`config.mk`:
```
export PLATFORM = sky130hd
export DESIGN_NAME = conv_layer_seq
export DESIGN_NICKNAME = d
export VERILOG_FILES = /design/src/rtl/conv_layer_seq.sv
export SDC_FILE = /design/constraint.sdc
export NUM_CORES = 1
export LEC_CHECK = 0
export CORE_MARGIN = 2
export CORE_UTILIZATION = 56
export DETAILED_ROUTE_END_ITERATION = 8
export GPL_ROUTABILITY_DRIVEN = 0
export PLACE_DENSITY_LB_ADDON = 0.25
export SETUP_SLACK_MARGIN = 0.15
export SLEW_MARGIN = 20
export SYNTH_ARGS = -nofsm -noshare
export SYNTH_HDL_FRONTEND = slang
export SYNTH_SLANG_ARGS = --single-unit
```
`constraint.sdc`:
```
create_clock -name clk -period 12.1 [get_ports clk]
set_input_delay 2.42 -clock clk [delete_from_list [all_inputs] [get_ports clk]]
set_output_delay 2.42 -clock clk [all_outputs]
set_load 0.01 [all_outputs]
```
`src/rtl/conv_layer_seq.sv`:
```
// Layer sequencer for the conv/pool datapath: loads the 3x3 kernel, then for each
// output row refills the line buffer from source memory and hands off to the convolve engine.
module conv_layer_seq #(
  parameter int BIT_DEPTH = 8,
  parameter int IMG_W     = 28,
  parameter int IMG_H     = 28,
  parameter int KSIZE     = 3,
  parameter int ADDR_W    = 10
) (
  input  logic                 clk,
  input  logic                 rst,
  input  logic                 start,
  input  logic [1:0]           stride,
  input  logic [ADDR_W-1:0]    img_base,
  input  logic [ADDR_W-1:0]    kern_base,
  output logic                 src_rd_en,
  output logic [ADDR_W-1:0]    src_addr,
  input  logic [BIT_DEPTH-1:0] src_rd_data,
  output logic                 kern_wr_en,
  output logic [3:0]           kern_addr,
  output logic [BIT_DEPTH-1:0] kern_data,
  output logic                 lb_wr_en,
  output logic [BIT_DEPTH-1:0] lb_r1,
  output logic [BIT_DEPTH-1:0] lb_r2,
  output logic [BIT_DEPTH-1:0] lb_r3,
  output logic                 conv_start,
  output logic [1:0]           conv_stride,
  input  logic                 conv_done,
  output logic [4:0]           out_row,
  output logic                 busy,
  output logic                 done,
  output logic [2:0]           dbg_state
);

  localparam int KN     = KSIZE * KSIZE;
  localparam int FILL_N = 3 * IMG_W;
  localparam int CNT_W  = $clog2(((FILL_N > KN) ? FILL_N : KN) + 1);
  localparam int COL_W  = (IMG_W > 1) ? $clog2(IMG_W + 1) : 1;
  localparam int ROW_W  = $clog2(IMG_H + 4);

  typedef enum logic [2:0] {
    S_IDLE   = 3'd0,
    S_LOAD_K = 3'd1,
    S_FILL   = 3'd2,
    S_CONV   = 3'd3,
    S_WAIT   = 3'd4,
    S_NEXT   = 3'd5,
    S_DONE   = 3'd6
  } state_t;

  state_t                state, state_nxt;
  logic [1:0]            stride_q;
  logic [ADDR_W-1:0]     img_base_q;
  logic [ADDR_W-1:0]     kern_base_q;
  logic [CNT_W-1:0]      cnt;
  logic [COL_W-1:0]      col;
  logic [1:0]            sub;
  logic [ROW_W-1:0]      r;
  logic [ROW_W-1:0]      r_step;
  logic                  ret_vld;
  logic [1:0]            ret_sub;
  logic [BIT_DEPTH-1:0]  stage1;
  logic [BIT_DEPTH-1:0]  stage2;
  logic [ADDR_W-1:0]     fill_addr;
  logic                  fill_issue;
  logic                  fits_next;

  assign r_step     = r + ROW_W'(stride_q);
  assign fits_next  = (int'(r_step) + KSIZE) <= IMG_H;
  assign fill_issue = (state == S_FILL) && (cnt < CNT_W'(FILL_N));
  assign fill_addr  = img_base_q + ADDR_W'((int'(r) + int'(sub)) * IMG_W + int'(col));

  assign dbg_state   = state;
  assign conv_stride = stride_q;
  assign out_row     = 5'((stride_q == 2'd2) ? (r >> 1) : r);
  assign busy        = (state != S_IDLE) && (state != S_DONE);

  always_comb begin
    state_nxt  = state;
    src_rd_en  = 1'b0;
    src_addr   = '0;
    kern_wr_en = 1'b0;
    kern_addr  = '0;
    kern_data  = '0;
    lb_wr_en   = 1'b0;
    lb_r1      = '0;
    lb_r2      = '0;
    lb_r3      = '0;
    conv_start = 1'b0;
    done       = 1'b0;
    case (state)
      S_IDLE: begin
        if (start) state_nxt = S_LOAD_K;
      end
      S_LOAD_K: begin
        if (cnt < CNT_W'(KN)) begin
          src_rd_en = 1'b1;
          src_addr  = kern_base_q + ADDR_W'(cnt);
        end
        // Each weight lands one cycle after its read, so write index trails the counter.
        if (cnt != '0) begin
          kern_wr_en = 1'b1;
          kern_addr  = 4'(cnt - CNT_W'(1));
          kern_data  = src_rd_data;
        end
        if (cnt == CNT_W'(KN)) state_nxt = S_FILL;
      end
      S_FILL: begin
        if (fill_issue) begin
          src_rd_en = 1'b1;
          src_addr  = fill_addr;
        end
        if (ret_vld && ret_sub == 2'd2) begin
          lb_wr_en = 1'b1;
          lb_r1    = stage1;
          lb_r2    = stage2;
          lb_r3    = src_rd_data;
        end
        if (cnt == CNT_W'(FILL_N)) state_nxt = S_CONV;
      end
      S_CONV: begin
        conv_start = 1'b1;
        state_nxt  = S_WAIT;
      end
      S_WAIT: begin
        if (conv_done) state_nxt = S_NEXT;
      end
      S_NEXT: begin
        state_nxt = fits_next ? S_FILL : S_DONE;
      end
      S_DONE: begin
        done      = 1'b1;
        state_nxt = S_IDLE;
      end
      default: state_nxt = S_IDLE;
    endcase
  end

  always_ff @(posedge clk) begin
    if (rst) begin
      state       <= S_IDLE;
      stride_q    <= '0;
      img_base_q  <= '0;
      kern_base_q <= '0;
      cnt         <= '0;
      col         <= '0;
      sub         <= '0;
      r           <= '0;
      ret_vld     <= 1'b0;
      ret_sub     <= '0;
      stage1      <= '0;
      stage2      <= '0;
    end else begin
      state   <= state_nxt;
      ret_vld <= fill_issue;
      ret_sub <= sub;
      if (ret_vld && ret_sub == 2'd0) stage1 <= src_rd_data;
      if (ret_vld && ret_sub == 2'd1) stage2 <= src_rd_data;
      case (state)
        S_IDLE: begin
          if (start) begin
            // Anything but a stride of 2 runs as stride 1.
            stride_q    <= (stride == 2'd2) ? 2'd2 : 2'd1;
            img_base_q  <= img_base;
            kern_base_q <= kern_base;
            cnt         <= '0;
            r           <= '0;
          end
        end
        S_LOAD_K: begin
          if (cnt == CNT_W'(KN)) begin
            cnt <= '0;
            col <= '0;
            sub <= '0;
            r   <= '0;
          end else begin
            cnt <= cnt + CNT_W'(1);
          end
        end
        S_FILL: begin
          if (fill_issue) begin
            cnt <= cnt + CNT_W'(1);
            if (sub == 2'd2) begin
              sub <= '0;
              col <= col + COL_W'(1);
            end else begin
              sub <= sub + 2'd1;
            end
          end else begin
            cnt <= '0;
          end
        end
        S_NEXT: begin
          r   <= r_step;
          cnt <= '0;
          col <= '0;
          sub <= '0;
        end
        S_DONE: begin
          r <= '0;
        end
        default: ;
      endcase
    end
  end

endmodule

```
==> metrics, run 1 <==
status completed; Worst Path Arrival 5.59 ns; Fin Setup TNS 0 ns; max cap viols 0; first-pass GRT wire length 18140 um; Die H 93.23 um; H-tree Lvls 3; Crit path required time 9.68 ns; Hold Fails Final Rpt 0; crit path buf inv count 2; post-placement setup slack 4.486 ns; Min-Delay Path Class reg -> reg; TritonCTS buffer count 9; final worst setup slack 4.087 ns; yosys synthesis warning count 0; GRT Total Usage 25.85%; cell count after synthesis 540; post-DP HPWL 8359 um; latest clock arrival within the worst-skew pair 0.34 ns; average wire per standard cell 15.43 um; LEAKAGE 2.460 nW; unrepaired setup endpoints after global routing false; row cnt 32; FF+latch count, synth 63; Area Overhead vs Synth 25.71%; CTS sink count 63; fin. max-slew vios 0; vias in the first global route 3893; core area 7727 sq um; final antenna-violating net count 0; Reg clk slew, reported paths 0.07 ns; Final Routed Wirelength 11200 um; Yosys top cell area share 28.29%; vias per cell 5.702; slowest CP cell clkdlybuf4s50_1; crit path time final 8.013 ns; Metal-1 WL 4780 um; initial antenna violation count 0; Iter 0 DRT Violations 283; critical path capture point type output port; fin nets 700; crit-path max FO 6; largest net degree at the start of global routing 60; Startpoint Class register; Initial Util 57.69%; WHS 0.4588 ns; mean post-synth cell area 8.256 sq um; Root Driver clkbuf_8; part of the cycle the worst path needs 66.22%; Peak VDD IR 0.05471 mV; ant diodes 0; Pre-Repair DR Iteration Count 4; Post-Route Skew 0.009332 ns; Slew headroom 27.86%; met2 wire len 5635 um; register area share after synthesis 28.29%; share of cells above drive strength 1 5.288%; crit path cell chain ha_1 > fa_1 > xor2_1 > fa_1 > ha_1 > fa_1 > a21o_1 > a21oi_1 > xnor2_1 > ha_1 > ha_1 > inv_1 > o31ai_1 > xnor3_1 > o211ai_1 > clkdlybuf4s50_1; Synth Cell Area 4458 sq um; # Post-CTS Setup Buffers 0; die area 8691 sq um; grt ovf 0; critical path's top delay family adder cells; clock tree buffer depth 2; DR top layer met4; post_cts resized 0; vias 4140; crit path kind reg -> out; post-synth top area cell dfxtp_1; ys flop type dfxtp_1; CP peak stage delay 0.58 ns; CP most frequent cell ha_1; largest cells by area after synthesis dfxtp_1 (28%), ha_1 (10%), nand2_1 (5.6%), a21oi_1 (5.1%), fa_1 (4.5%); Peak Freq 124.8 MHz; CTS tree done; met3 wire length 585 um; Finish-stage setup viols 0; CTS Hold Bufs 0; Die Width 93.23 um; Worst Tran Pin Value 1.082 ns; Core Util, Final 72.52%; # IOs 96; IO buf count 95; Synthesized Nets 621; post-synth cell types 63; pwr/cell area 81.54 nW/um^2; number of synthesized flops with an enable pin 0; Async SR Flop Fraction 0%; Total Power 0.4570 mW; # DRC 0; FILL cells 629
## cells in the final DEF, fill, tap and decap left out, types with 3 or more instances in the layout
cell	count
a211oi_1	3
a21o_1	11
a21oi_1	45
a22oi_1	4
and2_1	28
and3_1	11
clkbuf_8	11
clkdlybuf4s50_1	94
dfxtp_1	63
fa_1	10
ha_1	37
inv_1	33
mux2_2	4
mux2i_1	17
nand2_1	66
nand3_1	10
nand3b_1	5
nand4_1	5
nor2_1	38
nor2b_1	8
nor3_1	7
nor3b_1	6
o211ai_1	4
o21a_1	6
o21ai_0	9
o22ai_1	7
or3_1	4
or4_1	3
xnor2_1	18
xor2_1	10
## registers in the layout (all words and copies together) (netlist names)
register / cells
cnt: 7
col: 5
conv_stride: 2
dbg_state: 3
img_base_q: 10
kern_base_q: 10
r: 5
ret_sub: 2
ret_vld: 1
stage1: 8
stage2: 8
sub: 2
## worst register-to-register path, cell delays in order (launching register included)
cell,delay (ns)
dfxtp_1,0.59
and2b_1,0.30
nor2b_1,0.49
nand2_1,0.44
or3_1,0.44
a21oi_1,0.14
## cell usage after synthesis (5+ instances only)
| cell | instances |
|---|---|
| ha_1 | 37 |
| fa_1 | 10 |
| nand3_1 | 10 |
| clkbuf_1 | 19 |
| nand3b_1 | 5 |
| and2_1 | 28 |
| nor3b_1 | 6 |
| and3_1 | 11 |
| nor3_1 | 7 |
| xor2_1 | 10 |
| nor2b_1 | 8 |
| mux2i_1 | 17 |
| o22ai_1 | 7 |
| nand4_1 | 5 |
| dfxtp_1 | 63 |
| nand2_1 | 66 |
| a21o_1 | 11 |
| nor2_1 | 38 |
| buf_2 | 7 |
| a21oi_1 | 45 |
| o21a_1 | 6 |
| o21ai_0 | 9 |
| xnor2_1 | 18 |
| inv_1 | 33 |
## cells by family after synthesis
logic type / share of synthesized area, %
buffers and inverters: 5.585
AND/OR/NAND/NOR: 23.74
adder cells (fa/ha/maj): 14.87
AO/OA/AOI/OAI: 16.67
flip-flops: 28.29
XOR/XNOR: 6.006
multiplexers: 4.827
## final cells by class
cell class / instances / area (sq um) / area share [%]
flip-flops and latches: 63 / 1261 / 22.51
well taps: 102 / 127.6 / 2.277
clock buffers: 13 / 158.9 / 2.835
clock inverters: 3 / 17.52 / 0.3126
inverters: 33 / 123.9 / 2.210
multi-input cells: 415 / 2954 / 52.71
repair buffers: 97 / 960.9 / 17.15
## power by group
group | total, mW | internal [mW] | leakage (nW) | switching (mW)
logic | 0.0714 | 0.0350 | 1.86 | 0.0365
clock network | 0.165 | 0.0850 | 0.0894 | 0.0799
registers | 0.221 | 0.213 | 0.511 | 0.00737
total | 0.457 | 0.333 | 2.46 | 0.124
## stage by stage
stage | cells | cell area (sq um)
after floorplan | 540 | 4458
after global placement | 710 | 5428
after detailed placement | 710 | 5428
after CTS | 726 | 5604
after global routing | 726 | 5604
final | 726 | 5604
## final timing paths
check / start / to / slack, ns / depth (start not counted)
max reg2reg: dbg_state[1] / sub[0] / 9.63 / 5
max: sub[0] / src_addr[9] / 4.09 / 16
min: img_base_q[4] / img_base_q[4] / 0.46 / 2
min reg2reg: img_base_q[4] / img_base_q[4] / 0.46 / 2
## per-layer routing
metal | GRT usage [%] | vias to the layer above
li1 | - | 2016
met1 | 31.58 | 1950
met2 | 45.62 | 154
met3 | 4.512 | 20
met4 | 8.946 | 0
met5 | 0 | -
No activity file was read; power rests on OpenSTA's default activity.
==> run 2: changes to the inputs <==
--- a/config.mk
+++ b/config.mk
@@ -6,7 +6,7 @@
 export NUM_CORES = 1
 export LEC_CHECK = 0
 export CORE_MARGIN = 2
-export CORE_UTILIZATION = 56
+export CORE_UTILIZATION = 47
 export DETAILED_ROUTE_END_ITERATION = 8
 export GPL_ROUTABILITY_DRIVEN = 0
 export PLACE_DENSITY_LB_ADDON = 0.25
==> constraint.sdc (replaced) <==
create_clock -name clk -period 7.23 [get_ports clk]
set_input_delay 1.446 -clock clk [delete_from_list [all_inputs] [get_ports clk]]
set_output_delay 1.446 -clock clk [all_outputs]
set_load 0.01 [all_outputs]
==> metrics, run 2 (synthesized netlist as in run 1, its figures left out) <==
status completed (unchanged); Total Power 0.8072 mW (was 0.4570 mW); post-DP HPWL 8004 um (was 8359 um); vias in the first global route 3818 (was 3893); largest net degree at the start of global routing 60 (unchanged); commonest non-fill, non-tap cell in the layout clkdlybuf4s50_1 (unchanged); max cap viols 0 (unchanged); CTS sink count 63 (unchanged); Peak Freq 148.1 MHz; r2r worst-path depth 5 (unchanged); Peak VDD IR 0.09591 mV (was 0.05471 mV); Reg clk slew, reported paths 0.07 ns (about the same); Slew headroom 34.17% (was 27.86%); die area 10280 sq um (was 8691 sq um); hold path start kern_base_q[3] (was img_base_q[4]); Hold Fails Final Rpt 0 (unchanged); first-pass GRT wire length 17950 um (was 18140 um); part of the cycle the worst path needs 93.41%; critical path's top delay family adder cells (unchanged); CTS tree done (unchanged); vias per cell 5.275 (was 5.702); TritonCTS buffer count 9 (unchanged); average wire per standard cell 14.26 um (was 15.43 um); share of cells above drive strength 1 6.070% (was 5.288%); Die H 101.4 um (was 93.23 um); initial antenna violation count 0 (unchanged); Startpoint Class register (unchanged); clock tree buffer depth 2 (unchanged); crit path time final 6.754 ns; Iter 0 DRT Violations 163 (was 283); unrepaired setup endpoints after global routing false (unchanged); ant diodes 0 (unchanged); Area Overhead vs Synth 27.87% (was 25.71%); final antenna-violating net count 0 (unchanged); Worst Tran Pin Value 0.9845 ns (was 1.082 ns); crit-path max FO 6 (unchanged); worst r2r dst sub[0] (unchanged); crit path cell chain ha_1 > fa_1 > xor2_4 > fa_1 > ha_1 > fa_1 > a21o_1 > a21oi_1 > xnor2_1 > ha_1 > ha_1 > inv_1 > o31ai_1 > xnor3_1 > o211ai_1 > clkdlybuf4s50_1 (was ha_1 > fa_1 > xor2_1 > fa_1 > ha_1 > fa_1 > a21o_1 > a21oi_1 > xnor2_1 > ha_1 > ha_1 > inv_1 > o31ai_1 > xnor3_1 > o211ai_1 > clkdlybuf4s50_1); crit path kind reg -> out (unchanged); CP peak stage delay 0.58 ns (about the same); Root Driver clkbuf_8 (unchanged); Final Routed Wirelength 10760 um (was 11200 um); Initial Util 48.25% (was 57.69%); FILL cells 840 (was 629); slowest CP cell clkdlybuf4s50_1 (unchanged); Finish-stage setup viols 0 (unchanged); IO buf count 95 (unchanged); Die Width 101.4 um (was 93.23 um); H-tree Lvls 3 (unchanged); post-placement setup slack 0.6344 ns (was 4.486 ns); largest registers img_base_q: 10 flops, kern_base_q: 10 flops (unchanged); grt ovf 0 (unchanged); r2r setup slk 4.88 ns (was 9.63 ns); # IOs 96 (unchanged); commonest non-fill, non-tap cells in the layout clkdlybuf4s50_1 (94), nand2_1 (66), dfxtp_1 (63) (unchanged); RR Startpoint dbg_state[1] (unchanged); GRT Total Usage 21.64% (was 25.85%); row cnt 35 (was 32); crit path buf inv count 2 (unchanged); critical path capture point type output port (unchanged); LEAKAGE 2.482 nW (was 2.460 nW); Worst path depth 16 (unchanged); CP most frequent cell ha_1 (unchanged); fin nets 702 (was 700); Worst Path Arrival 5.31 ns (was 5.59 ns); Hold EP kern_base_q[3] (was img_base_q[4]); Fin Setup TNS 0 ns (unchanged); # DRC 0 (unchanged); pwr/cell area 141.6 nW/um^2 (was 81.54 nW/um^2); fin. max-slew vios 0 (unchanged); CTS Hold Bufs 0 (unchanged); final worst setup slack 0.4762 ns (was 4.087 ns); core area 9240 sq um (was 7727 sq um); latest clock arrival within the worst-skew pair 0.34 ns (about the same); hold path depth 2 (unchanged); Pre-Repair DR Iteration Count 4 (unchanged); vias 3983 (was 4140); Core Util, Final 61.69% (was 72.52%); Crit path required time 5.78 ns (was 9.68 ns); Post-Route Skew 0.009940 ns (was 0.009332 ns); Min-Delay Path Class reg -> reg (unchanged)
-- run 2: worst max-delay path by stage --
| stage | from | end | slack, ns |
|---|---|---|---|
| 6_report | sub[0] | src_addr[9] | 0.48 |
| 5_1_grt | sub[0] | src_addr[9] | 0.17 |
| 4_1_cts | sub[0] | src_addr[9] | 0.25 |
| 3_5_place_dp | sub[0] | src_addr[9] | 0.63 |
| 3_3_place_gp | sub[0] | src_addr[9] | 0.76 |
| 2_1_floorplan | sub[0] | src_addr[9] | 1.39 |
-- run 2: worst reg2reg max path, stage by stage, from the launching register on --
cell and delay, ns:
dfxtp_1 0.61, and2b_1 0.30, nor2b_1 0.44, nand2_1 0.39, or3_1 0.41, a21oi_1 0.14
-- run 2: timing repair --
action	in CTS	in global routing
buffers inserted	0	1
setup endpoints to repair	0	1
resized for setup	0	2
-- run 2: stage by stage --
| step | hold slack, ns | cells | cell area [sq um] |
|---|---|---|---|
| after floorplan | 0.4363 | 540 | 4458 |
| after global placement | 0.4483 | 738 | 5469 |
| after detailed placement | 0.4547 | 738 | 5469 |
| after CTS | 0.4666 | 754 | 5674 |
| after global routing | 0.4903 | 755 | 5700 |
| final | 0.4636 | 755 | 5700 |
-- run 2: final cells by class --
cell class	instances	area, sq um	area share (%)
Clock inverter	7	81.33	1.427
Clock buffer	9	123.9	2.173
Timing Repair Buffer	99	975.9	17.12
Multi-Input combinational cell	415	2973	52.15
Sequential cell	63	1261	22.12
Tap cell	129	161.4	2.831
Inverter	33	123.9	2.173
-- run 2: where the power goes --
group          switching [mW]  internal, mW  leakage, nW
clock                   0.158         0.163        0.100
sequential             0.0121         0.357        0.511
combinational          0.0598        0.0584         1.87
-- run 2: routing by layer --
| metal | global-route usage, % | up-vias | share of wire (%) | wire [um] |
|---|---|---|---|---|
| met5 | 0 | - | 0 | 0 |
| met4 | 5.094 | 0 | 0.72 | 77 |
| met3 | 4.003 | 7 | 4.3 | 462 |
| met2 | 37.24 | 88 | 50 | 5353 |
| met1 | 28.16 | 1860 | 45 | 4869 |
| li1 | - | 2028 | - | - |
==> run 3: changes to the inputs <==
--- a/config.mk
+++ b/config.mk
@@ -7,6 +7,7 @@
 export LEC_CHECK = 0
 export CORE_MARGIN = 2
 export CORE_UTILIZATION = 47
+export CTS_CLUSTER_DIAMETER = 80
 export DETAILED_ROUTE_END_ITERATION = 8
 export GPL_ROUTABILITY_DRIVEN = 0
 export PLACE_DENSITY_LB_ADDON = 0.25
==> results of run 3 <==
Same layout as run 2: the final DEF is identical, and so are final timing and power.
==> edit 1 (flow settings as in run 1) <==
Make the reset (`rst`) asynchronous in one clocked block.
--- a/src/rtl/conv_layer_seq.sv
+++ b/src/rtl/conv_layer_seq.sv
@@ -136,7 +136,7 @@
     endcase
   end
 
-  always_ff @(posedge clk) begin
+  always_ff @(posedge clk or posedge rst) begin
     if (rst) begin
       state       <= S_IDLE;
       stride_q    <= '0;
Behaviour: differs if rst is asserted again (counterexample within 4 cycles, from zero or initial values and one cycle with rst high); with rst held inactive, the same outputs for 10 cycles.
==> edit 1 against run 1 <==
- synthesized area fell by 0.11%
- setup slack improved by 0.11 ns
- non-clock buffer count is the same
- largest power group unchanged
- cell area grew 1.8%
- sequential cell count unchanged
- routed wire length fell by 7.5%
- combinational power decreased by 22%
- power up 7.3%
==> edit 1: results (changes against run 1) <==
status=completed; synth top area cells=dfrtp_1 35%, ha_1 10%, mux2_2 9.4%; Leak Pwr=2.63 nW (+6.9%); r2r startpoint=conv_stride[0]; registers with the most flip-flops=img_base_q (10), kern_base_q (10); DR vias/cell=5.59 (-2.0%); hold path depth=0 (-2); post-detail-place hpwl=7550 um (-9.7%); largest net degree at the start of global routing=64 (+6.7%); hold path startpoint=sub[0]; worst slew pin tran=0.802 ns (-0.280 ns); first-pass GRT wire length=17,300 um (-4.4%); initial antenna violation count=0 (unchanged); worst hold slack=0.483 ns (+0.0246 ns); vias in the first global route=3,731 (-4.2%); Clock transition at path regs=0.07 ns (about the same); r2r setup slk=9.97 ns (+0.34 ns); gr usage total=0.256 (-0.00265); Placed Cells=633 (-11%); CP max stage delay=0.58 ns (about the same); Seq/Total Area, Yosys=0.354 (+0.0711); Yosys warnings=0 (unchanged); syn nets=531 (-14%); Yosys cell types=52 (-17%); Fmax=126 MHz (+1.4%); Layout Cells excl Fill=650 (-10%); Async SR Flop Fraction=1.00 (+1.00); DR iter-0 viols=213 (-25%); Hold Path End=ret_sub[0]; Worst IR Drop VDD=0.0000698 V (+28%); pre-CTS WS=4.62 ns (+0.139 ns); FF-to-FF End=dbg_state[2]; WP data arrival=5.49 ns (-0.10 ns); FF-to-FF path depth=7 (+2); NumNets Final=624 (-11%); drt wl/cell=15.9 um (+3.3%); Layout Skew=0.00436 ns (-0.00497 ns); layout cells sized above 1=0.122 (+0.0694); Crit. Startpoint=sub[0]; area post-placement=0.00546 mm2 (+0.51%); synthesized instance count=450 (-17%); Fillers=587 (-6.7%); Commonest cells post-synth=63 x dfrtp_1, 37 x ha_1, 37 x mux2_2, 34 x inv_1, 29 x nand2_1
[edit 1: cell count changes after synthesis, sizes merged, moves of 5 or more]
cell / before / now
nor2b: 8 / 3
nor2: 38 / 27
mux2: 4 / 39
a21oi: 45 / 16
nor3b: 7 / 1
o21ai: 10 / 30
nand2: 66 / 29
clkbuf: 19 / 1
dfxtp: 63 / 0
mux2i: 17 / 0
dfrtp: 0 / 63
[edit 1: cell type report]
class                      instances  area [um2]  area share
multi-input combinational        337        2660       0.467
sequential                        63        1580       0.276
timing repair buffer              97         973       0.171
clock buffer                      12         155      0.0272
inverter                          35         131      0.0230
tap                              102         128      0.0224
clock inverter                     4        77.6      0.0136
[edit 1: cells by family after synthesis]
| family | after synthesis | share of synthesized area |
|---|---|---|
| AO/OA/AOI/OAI | 83 | 0.117 |
| XOR/XNOR | 36 | 0.0708 |
| buffers and inverters | 50 | 0.0483 |
| AND/OR/NAND/NOR | 132 | 0.163 |
| multiplexers | 39 | 0.0986 |
| adder cells (fa/ha/maj) | 47 | 0.149 |
| flip-flops | 63 | 0.354 |
[edit 1: critical path, delay by kind of cell (launching register included)]
kind                     cells  cell delay (ns)
XOR/XNOR                     4             0.91
buffers and inverters        1             0.58
adder cells (fa/ha/maj)      7             2.30
flip-flops                   1             0.43
AO/OA/AOI/OAI                4             0.67
AND/OR/NAND/NOR              1             0.23
[edit 1: routing by layer]
metal,part of all wire,GRT usage,vias to the layer above
li1,-,-,1742
met1,0.43,0.311,1747
met2,0.50,0.439,116
met3,0.042,0.0435,28
met4,0.028,0.127,0
met5,0,0,-
[edit 1: report_power, final]
group	internal, mW	switching, mW	total (mW)
clock	0.128	0.0875	0.216
sequential	0.216	0.00353	0.219
combinational	0.0310	0.0243	0.0554
==> edit 2 (config.mk and constraints of run 1) <==
Made on the original files. `ADDR_W`: 10 -> 8.
--- a/src/rtl/conv_layer_seq.sv
+++ b/src/rtl/conv_layer_seq.sv
@@ -5,7 +5,7 @@
   parameter int IMG_W     = 28,
   parameter int IMG_H     = 28,
   parameter int KSIZE     = 3,
-  parameter int ADDR_W    = 10
+  parameter int ADDR_W    = 8
 ) (
   input  logic                 clk,
   input  logic                 rst,
Interface: changed (resized img_base, kern_base and src_addr); port bits go from 96 to 90. The function was not compared with the original's and may differ.
==> edit 2 against run 1 <==
- synthesized area is 11% lower
- worst hold slack better by 0.0033 ns
- power is 9.0% lower
- critical path depth stayed put
- cell count is 9.9% lower
- count of clock-buffer cells in the layout is 1 lower
- routed wire length is 13% lower
- setup slack better by 0.56 ns
- cell area is 10% lower
- sequential cell count is 4 lower
==> edit 2: results (changes against run 1) <==
M1 GR Usage=0.317 (+0.00125); drt wl/cell=14.9 um (-3.3%); post-synthesis compound-gate area fraction=0.133 (-0.0341); status=completed; syn nets=545 (-12%); I/O Buffers=89 (-6.3%); fin worst setup slack=4.65 ns (+0.564 ns); syn avg cell area=8.34 um2 (+1.1%); Yosys cell types=54 (-14%); gr usage total=0.258 (-0.000480); die outline width=88.1 um (-5.5%); Hold Path End=img_base_q[3]; vias in the first global route=3,553 (-8.7%); inverters=27 (-18%); WL met2=4990 um (-11%); synth top area cells=dfxtp_1 30%, ha_1 9.5%, nor2_1 5.5%; Commonest cells post-synth=59 x dfxtp_1, 58 x nor2_1, 52 x nand2_1, 41 x a21oi_1, 30 x ha_1; Leak Pwr=2.24 nW (-8.7%); Clock buf/inv share=0.0318 (+0.000289); NonClk Buf Share=0.180 (+0.00823); FF-to-FF End=cnt[6]; r2r setup slk=9.95 ns (+0.32 ns); Metal-1 WL=4240 um (-11%); Seq/Total Area, Yosys=0.298 (+0.0151); DR iter-0 viols=131 (-54%); area post-placement=0.00488 mm2 (-10%); post-detail-place hpwl=7080 um (-15%); Worst IR Drop VDD=0.0000749 V (+37%); clock buffers=12 (-1); WP data arrival=5.03 ns (-0.56 ns)
-- edit 2: cell count changes in the layout (fill, tap and decap cells not counted), sizes merged, moves of 5 or more --
cell	delta
nor2	+22
nand2	-14
ha	-7
nand3	-7
inv	-6
clkdlybuf4s50	-5
nor3b	-5
xor2	+5
-- edit 2: report_power, final --
group	switching (mW)	total [mW]	internal (mW)
sequential	0.00544	0.204	0.199
combinational	0.0307	0.0600	0.0292
clock	0.0738	0.152	0.0778
-- edit 2: worst max-delay path, cell delays in order (launching register included) --
cell and delay (ns):
dfxtp_1 0.37, ha_1 0.25, fa_1 0.43, xor2_1 0.34, inv_1 0.12, fa_1 0.51
inv_1 0.06, fa_1 0.56, ha_1 0.23, ha_1 0.32, o21ai_0 0.15, o21bai_1 0.12
a21oi_1 0.20, xor2_1 0.21, xnor2_1 0.11, o22ai_1 0.13, clkdlybuf4s50_1 0.57
